## src/rtl/i2c_pkg.sv

```systemverilog
// rtl/i2c_pkg.sv - shared types and constants for the i2c_slave_mem target model
package i2c_pkg;

    typedef enum logic [3:0] {
        IDLE,
        DEV_ADDR,
        DEV_ACK,
        MEM_ADDR,
        MEM_ACK,
        WR_DATA,
        WR_ACK,
        RD_DATA,
        RD_ACK,
        SKIP
    } i2c_state_e;

    localparam logic       ACK            = 1'b0;
    localparam logic       NACK           = 1'b1;
    localparam logic [6:0] DEF_SLAVE_ADDR = 7'h0B;

    // Bits left in a frame after a non-matching device-address ACK slot.
    localparam int         SKIP_BITS      = 18;

endpackage

```

## src/rtl/i2c_bit_shifter.sv

```systemverilog
// rtl/i2c_bit_shifter.sv - MSB-first shift register with a last-bit flag, shared by rx and tx
module i2c_bit_shifter #(
    parameter int W = 8
) (
    input  logic         clk_i,
    input  logic         rst_ni,
    input  logic         load_i,
    input  logic [W-1:0] load_data_i,
    input  logic         shift_i,
    input  logic         bit_i,
    output logic [W-1:0] data_o,
    output logic         last_o
);

    localparam int CW = $clog2(W);

    logic [W-1:0]  data_q;
    logic [CW-1:0] cnt_q;

    always_ff @(posedge clk_i or negedge rst_ni) begin
        if (!rst_ni) begin
            data_q <= '0;
            cnt_q  <= '0;
        end else if (load_i) begin
            data_q <= load_data_i;
            cnt_q  <= '0;
        end else if (shift_i) begin
            data_q <= {data_q[W-2:0], bit_i};
            cnt_q  <= cnt_q + 1'b1;
        end
    end

    assign data_o = data_q;
    // The count wraps back to zero after the W-th shift, ready for the next byte.
    assign last_o = shift_i && (cnt_q == CW'(W - 1));

endmodule

```

## src/rtl/i2c_slave_mem.sv

```systemverilog
// rtl/i2c_slave_mem.sv - fixed 28-bit-frame I2C-style target with a 256x8 register memory
module i2c_slave_mem
    import i2c_pkg::*;
#(
    parameter logic [6:0] SLAVE_ADDR = DEF_SLAVE_ADDR,
    parameter int         MEM_AW     = 8,
    parameter int         DATA_W     = 8
) (
    input  logic SCL,
    input  logic RESETn,
    input  logic s_sda_i,
    output logic s_sda_o,
    output logic s_sda_o_en
);

    localparam int DEPTH = 2 ** MEM_AW;

    i2c_state_e        state_q, state_d;
    logic              sh_load, sh_shift, sh_last;
    logic [DATA_W-1:0] sh_load_data, sh_data, rx_byte;
    logic              match_q, rw_q;
    logic [MEM_AW-1:0] ptr_q;
    logic [4:0]        skip_cnt_q;
    logic [DATA_W-1:0] mem_q [DEPTH];
    logic              mem_we;
    logic              sda_o_q, sda_o_d, sda_en_q, sda_en_d;

    i2c_bit_shifter #(.W(DATA_W)) u_shifter (
        .clk_i       (SCL),
        .rst_ni      (RESETn),
        .load_i      (sh_load),
        .load_data_i (sh_load_data),
        .shift_i     (sh_shift),
        .bit_i       (s_sda_i),
        .data_o      (sh_data),
        .last_o      (sh_last)
    );

    // Byte as it stands once the bit currently on the bus is shifted in.
    assign rx_byte = {sh_data[DATA_W-2:0], s_sda_i};

    always_comb begin
        state_d      = state_q;
        sh_load      = 1'b0;
        sh_shift     = 1'b0;
        sh_load_data = '0;
        mem_we       = 1'b0;
        sda_o_d      = NACK;
        sda_en_d     = 1'b0;
        case (state_q)
            IDLE: begin
                if (s_sda_i == 1'b0) begin
                    state_d = DEV_ADDR;
                    sh_load = 1'b1;
                end
            end
            DEV_ADDR: begin
                sh_shift = 1'b1;
                if (sh_last) state_d = DEV_ACK;
            end
            DEV_ACK: begin
                state_d = match_q ? MEM_ADDR : SKIP;
                if (match_q) begin
                    sda_o_d  = ACK;
                    sda_en_d = 1'b1;
                end
            end
            MEM_ADDR: begin
                sh_shift = 1'b1;
                if (sh_last) state_d = MEM_ACK;
            end
            MEM_ACK: begin
                sda_o_d  = ACK;
                sda_en_d = 1'b1;
                if (rw_q) begin
                    state_d      = RD_DATA;
                    sh_load      = 1'b1;
                    sh_load_data = mem_q[ptr_q];
                end else begin
                    state_d = WR_DATA;
                end
            end
            WR_DATA: begin
                sh_shift = 1'b1;
                if (sh_last) begin
                    state_d = WR_ACK;
                    mem_we  = 1'b1;
                end
            end
            WR_ACK: begin
                sda_o_d  = ACK;
                sda_en_d = 1'b1;
                state_d  = IDLE;
            end
            RD_DATA: begin
                sh_shift = 1'b1;
                sda_o_d  = sh_data[DATA_W-1];
                sda_en_d = 1'b1;
                if (sh_last) state_d = RD_ACK;
            end
            RD_ACK: begin
                state_d = IDLE;
            end
            SKIP: begin
                if (skip_cnt_q == 5'(SKIP_BITS - 1)) state_d = IDLE;
            end
            default: state_d = IDLE;
        endcase
    end

    always_ff @(posedge SCL or negedge RESETn) begin
        if (!RESETn) begin
            state_q    <= IDLE;
            match_q    <= 1'b0;
            rw_q       <= 1'b0;
            ptr_q      <= '0;
            skip_cnt_q <= '0;
        end else begin
            state_q <= state_d;
            if (state_q == DEV_ADDR && sh_last) begin
                match_q <= (rx_byte[7:1] == SLAVE_ADDR);
                rw_q    <= rx_byte[0];
            end
            if (state_q == MEM_ADDR && sh_last) ptr_q <= rx_byte[MEM_AW-1:0];
            skip_cnt_q <= (state_q == SKIP) ? skip_cnt_q + 5'd1 : 5'd0;
        end
    end

    always_ff @(posedge SCL or negedge RESETn) begin
        if (!RESETn) begin
            for (int i = 0; i < DEPTH; i++) mem_q[i] <= '0;
        end else if (mem_we) begin
            mem_q[ptr_q] <= rx_byte;
        end
    end

    // SDA only moves while SCL is low, so the master always samples a settled level.
    always_ff @(negedge SCL or negedge RESETn) begin
        if (!RESETn) begin
            sda_o_q  <= NACK;
            sda_en_q <= 1'b0;
        end else begin
            sda_o_q  <= sda_o_d;
            sda_en_q <= sda_en_d;
        end
    end

    assign s_sda_o    = sda_o_q;
    assign s_sda_o_en = sda_en_q;

endmodule

```

## config.mk

```make
export PLATFORM = sky130hd
export DESIGN_NAME = i2c_slave_mem
export DESIGN_NICKNAME = d
export VERILOG_FILES = /design/src/rtl/i2c_pkg.sv /design/src/rtl/i2c_bit_shifter.sv /design/src/rtl/i2c_slave_mem.sv
export SDC_FILE = /design/constraint.sdc
export NUM_CORES = 2
export LEC_CHECK = 0
export CAP_MARGIN = 20
export CORE_MARGIN = 2
export CORE_UTILIZATION = 45
export DETAILED_ROUTE_END_ITERATION = 10
export GPL_TIMING_DRIVEN = 0
export HOLD_SLACK_MARGIN = 0.05
export PLACE_DENSITY = 0.69
export SLEW_MARGIN = 20
export SYNTH_ARGS = -nofsm -noshare
export SYNTH_HDL_FRONTEND = slang
export SYNTH_SLANG_ARGS = --single-unit
```

## constraint.sdc

```tcl
create_clock -name SCL -period 3.2 [get_ports SCL]
set_clock_uncertainty 0.05 [all_clocks]
set_input_delay 0.64 -clock SCL [delete_from_list [all_inputs] [get_ports SCL]]
set_output_delay 0.64 -clock SCL [all_outputs]
set_load 0.1 [all_outputs]
```

## Yosys cells after proc, flatten, opt, wreduce, memory -nomap -nowiden

Cells that the tools add are included.

- Bits in registers: 2080
- Bits in latches: 0
- RAM bits: 0
- Bits in read-only memories: 0
- Input bits: 3
- Output and inout bits: 2
- Word-level logic and storage cells: 329
- Memories: 0

- Add/subtract/negate cells: 2
- Multipliers: 0
- Divide/modulo/power cells: 0
- Order comparisons: 2
- Equality and inequality tests: 17
- Shifts and indexed selects: 0
- Muxes and demuxes: 32
- Bitwise logic cells: 1
- Reductions and logical operators: 10

Operators with widths:

| operator | number |
|---|---|
| 2048-bit bitwise mux | 1 |
| 8-bit binary-select mux with 8-bit select | 1 |
| 8-bit demux with 8-bit select | 1 |
| 8-bit two-way mux | 7 |
| 4-bit one-hot mux with 8 select lines | 1 |
| 4-bit two-way mux | 7 |
| 4-bit by 3-bit equality test with 1-bit output (second input constant) | 4 |
| 2-bit != test (second input constant) | 6 |
| 9-bit greater-or-equal comparator (second input constant) | 1 |
| 9-bit by 1-bit < comparator with 1-bit output (second input constant) | 1 |
| 8-bit inverter with 9-bit output | 1 |
| 4-bit by 2-bit equality test with 1-bit output (second input constant) | 2 |
| 7-bit by 4-bit equality test with 1-bit output (second input constant) | 1 |
| 1-bit two-way mux | 7 |
| 3-bit two-way mux | 2 |
| 6-bit AND reduction | 1 |
| 5-bit by 1-bit adder with 5-bit output (second input constant) | 1 |
| 5-bit equality test (second input constant) | 1 |
| 5-bit two-way mux | 1 |
| 4-bit by 1-bit equality test with 1-bit output (second input constant) | 1 |
| 4-bit equality test (second input constant) | 1 |
| 1-bit logical AND | 4 |
| 4-bit zero test | 1 |
| 1-bit one-hot mux with 2 select lines | 2 |
| other kinds (8) | 8 |

## Logic depth before layout (Yosys ltp)

- Depth in word-level cells: 7
- Gate-level depth with buffers: 13
- Depth with buffers taken out: 8

## Hierarchy

A second synthesis with hierarchy kept.

- Cells, all modules: 6278
- Area total of the unflattened synthesis: 94777.1 um2

Modules (own cells, without submodules):

| module | times used | cells an instance | area each (um2) |
|---|---|---|---|
| i2c_slave_mem | 1 | 6231 | 94257.9 |
| i2c_bit_shifter | 1 | 47 | 519.2 |

==> flow_summary.toml <==
[outcome]
status = "finished with violations"
failed_checks = "setup timing"

[routing]
drtAntennaViolNets = 0
dr.pass1.iters = 6
post_drt_via_cell_ratio = 6.625
wire_per_inst_um = 41.95
vias = 64970
drc = 0
wl_um = 411400
dr.first_iter.drc_count = 8124

[clock_network]
cts_sinks = 2080
cts_root_buffer = "clkbuf_16"
clock_path_buffers = 3
clk_latency_ns = 0.89
cts_buffers = 213
cts_tree = "yes"
clk_pin_slew_ns = 0.06
cts-htree-levels = 4

[finish]
final_area_um2 = 114200
drive_gt1_share_pct = 53.92
fillers = 16910
syn_to_final_growth_pct = 19.44
layout.nets = 6791

[pwr]
seq_power_share_pct = 29.0
peakVddDrop_v = 0.0007481
clockPowerShare_pct = 27.5
power.density_nw_per_um2 = 833.5
p_switching_mw = 40.86
pwr-share-comb_pct = 43.6
power.leakage_nw = 53.74
p_sw_share_pct = 42.94
p_int_mw = 54.30

[global_route]
grt_overflow_total = 0
grt_pass1_wl_um = 552700
grtUsageTotal_pct = 37.74
grt_pass1_vias = 64400
grt_start_max_net_pins = 154
antenna_found_initial = 49

[critical_path]
crit_path_start_kind = "flop"
critPathTopFamily = "flip-flops"
path_buf_inv = 1
worstPathCellList = "buf_12"
max_stage_delay_ns = 0.53
end_kind = "primary output"
crit_required_ns = 2.51
cp_slowest_cell = "dfstp_2"
arrival_ns = 3.13
critical_path.max_fanout = 1
crit_type = "reg2out"

[timing]
relSlewSlack_pct = 11.44
hold_viol_final = 0
drv_slew = 0
setup_viol = 644
setup_slack_ns = -0.6206
final.setup.tns_ns = -25.61
rsz0062_at_grt = "yes"
worst_pin_slew_ns = 1.328

[floorplanning]
ios = 5
initial_core_util_pct = 45.16
die_w_um = 464.9
dieArea_um2 = 216100
core_area_um2 = 211700
dieHeight_um = 464.9
rows = 169

[synth]
ys.flop_type = "dfrtp_1"
synth_area_leaders = "dfrtp_1, mux2_2, mux4_2"
synth_edf_count = 0
syn_area_um2 = 95580
async_flop_share_pct = 100.0
synth.most_common_cell = "dfrtp_1"
postSynthCellCount = 6288
netlist_top_cells_count = "dfrtp_1, mux2_2, mux4_2"
ys_warn_count = 0
ys_seq_area_share_pct = 54.46
synth.net_count = 6295
synth.top_cell.area_share_pct = 54.41
avgSynthCellArea_um2 = 15.20
synth_top_cell_by_area = "dfrtp_1"
ys_ff_latch = 2080
yosysUniqueCellTypes = 80

[worst_hold_path]
min_path_type = "in2async"

[placement]
io_buffers = 3
routabilityCongestion = 1.091
dp_hpwl_um = 286500
detailed_place.area_um2 = 100500

[run]
drv_cap = 0
==> cells by family (layout without fill, tap and decap cells) <==
| kind of cell | Yosys count | count (layout) | synth area share (%) |
|---|---|---|---|
| multiplexers | 2730 | 2730 | 36.70 |
| flip-flops | 2080 | 2080 | 54.46 |
| adder cells (fa/ha/maj) | 4 | 4 | 0.05237 |
| XOR/XNOR | 4 | 4 | 0.03666 |
| AND/OR/NAND/NOR | 554 | 554 | 3.025 |
| other | 0 | 28 | 0 |
| AO/OA/AOI/OAI | 424 | 424 | 3.070 |
| buffers and inverters | 492 | 1163 | 2.661 |
==> layout make-up <==
| cell class | count | area, µm² | area share [%] |
|---|---|---|---|
| flip-flops and latches | 2080 | 52050 | 45.60 |
| multi-input cells | 3716 | 42790 | 37.48 |
| clock buffers | 312 | 6304 | 5.522 |
| plain buffers | 477 | 4315 | 3.780 |
| repair buffers | 286 | 4051 | 3.549 |
| well taps | 2821 | 3530 | 3.092 |
| clock inverters | 79 | 1003 | 0.8790 |
| diodes | 28 | 70.07 | 0.06138 |
| inverters | 9 | 46.29 | 0.04055 |
==> per-stage QoR <==
step	cells	util, %	setup slack, ns	hold WS, ns	total power, mW
after global routing	9782	53.90	-0.6532	0.1076	95.41
after global placement	9112	46.84	-90.68	0.4192	59.36
after CTS	9678	52.99	-0.6529	0.08316	90.93
after detailed placement	9162	47.47	-2.313	0.4303	60.83
final	9808	53.93	-0.6206	0.07290	95.16
after floorplan	6288	-	-0.03866	0.2944	41.54
==> per-layer routing <==
layer	vias to the layer above	global-route usage [%]	routed length, µm
li1	24580	-	-
met1	34880	47.86	151900
met2	4209	52.74	170900
met3	1305	14.45	51550
met4	10	26.98	36980
met5	-	0	92
==> state kept, by name, summed over array words and instances, names as in the netlist <==
| register | count |
|---|---|
| state_q | 4 |
| s_sda_o_en | 1 |
| u_shifter.cnt_q | 3 |
| skip_cnt_q | 5 |
| s_sda_o | 1 |
| ptr_q | 8 |
| mem_q | 2048 |
| match_q | 1 |
| u_shifter.data_o | 8 |
| rw_q | 1 |
==> final timing paths <==
path	start	to	slack (ns)	cells past startpoint
max	s_sda_o$_DFF_NN1_	s_sda_o	-0.62	1
min reg2reg	mem_q[1276]$_DFFE_PN0P_	mem_q[1276]$_DFFE_PN0P_	0.44	1
min in group SCL	mem_q[1276]$_DFFE_PN0P_	mem_q[1276]$_DFFE_PN0P_	0.44	1
max reg2reg	ptr_q[2]$_DFFE_PN0P_	u_shifter.data_o[6]$_DFFE_PN0P_	-0.47	9
min	RESETn	mem_q[1338]$_DFFE_PN0P_	0.07	5
max in group asynchronous	RESETn	s_sda_o$_DFF_NN1_	0.28	7
==> power by group through the flow <==
| stage | clock (mW) | combinational [mW] | sequential, mW |
|---|---|---|---|
| after floorplan | 0.00391 | 13.6 | 27.9 |
| after global placement | 0.00391 | 31.3 | 28.1 |
| after detailed placement | 0.00391 | 32.9 | 28.0 |
| after CTS | 26.2 | 37.2 | 27.5 |
| after global routing | 27.3 | 40.6 | 27.6 |
| final | 26.2 | 41.5 | 27.6 |
==> timing repair <==
item                                    in CTS  in global routing
hold buffers                                11                  0
pin swaps                                   74                 63
cloned                                       7                  3
buffers inserted                           111                102
gates resized for setup                    691                221
endpoints found under the hold margin      132                  0
endpoints found under the setup margin    2061                705
==> cell usage in the layout, fill, tap and decap left out, types with 42 or more instances in the layout <==
master,n
buf_16,92
dfrtp_1,2076
buf_6,45
mux4_2,407
buf_4,168
nand2_2,163
clkbuf_1,271
clkinv_2,42
clkbuf_8,64
nor2_1,45
mux2_2,2058
nor2_4,51
buf_12,92
mux2i_1,218
clkbuf_16,218
nand2_1,110
a21oi_1,43
a22oi_1,85
No activity file was read; power rests on OpenSTA's default activity.
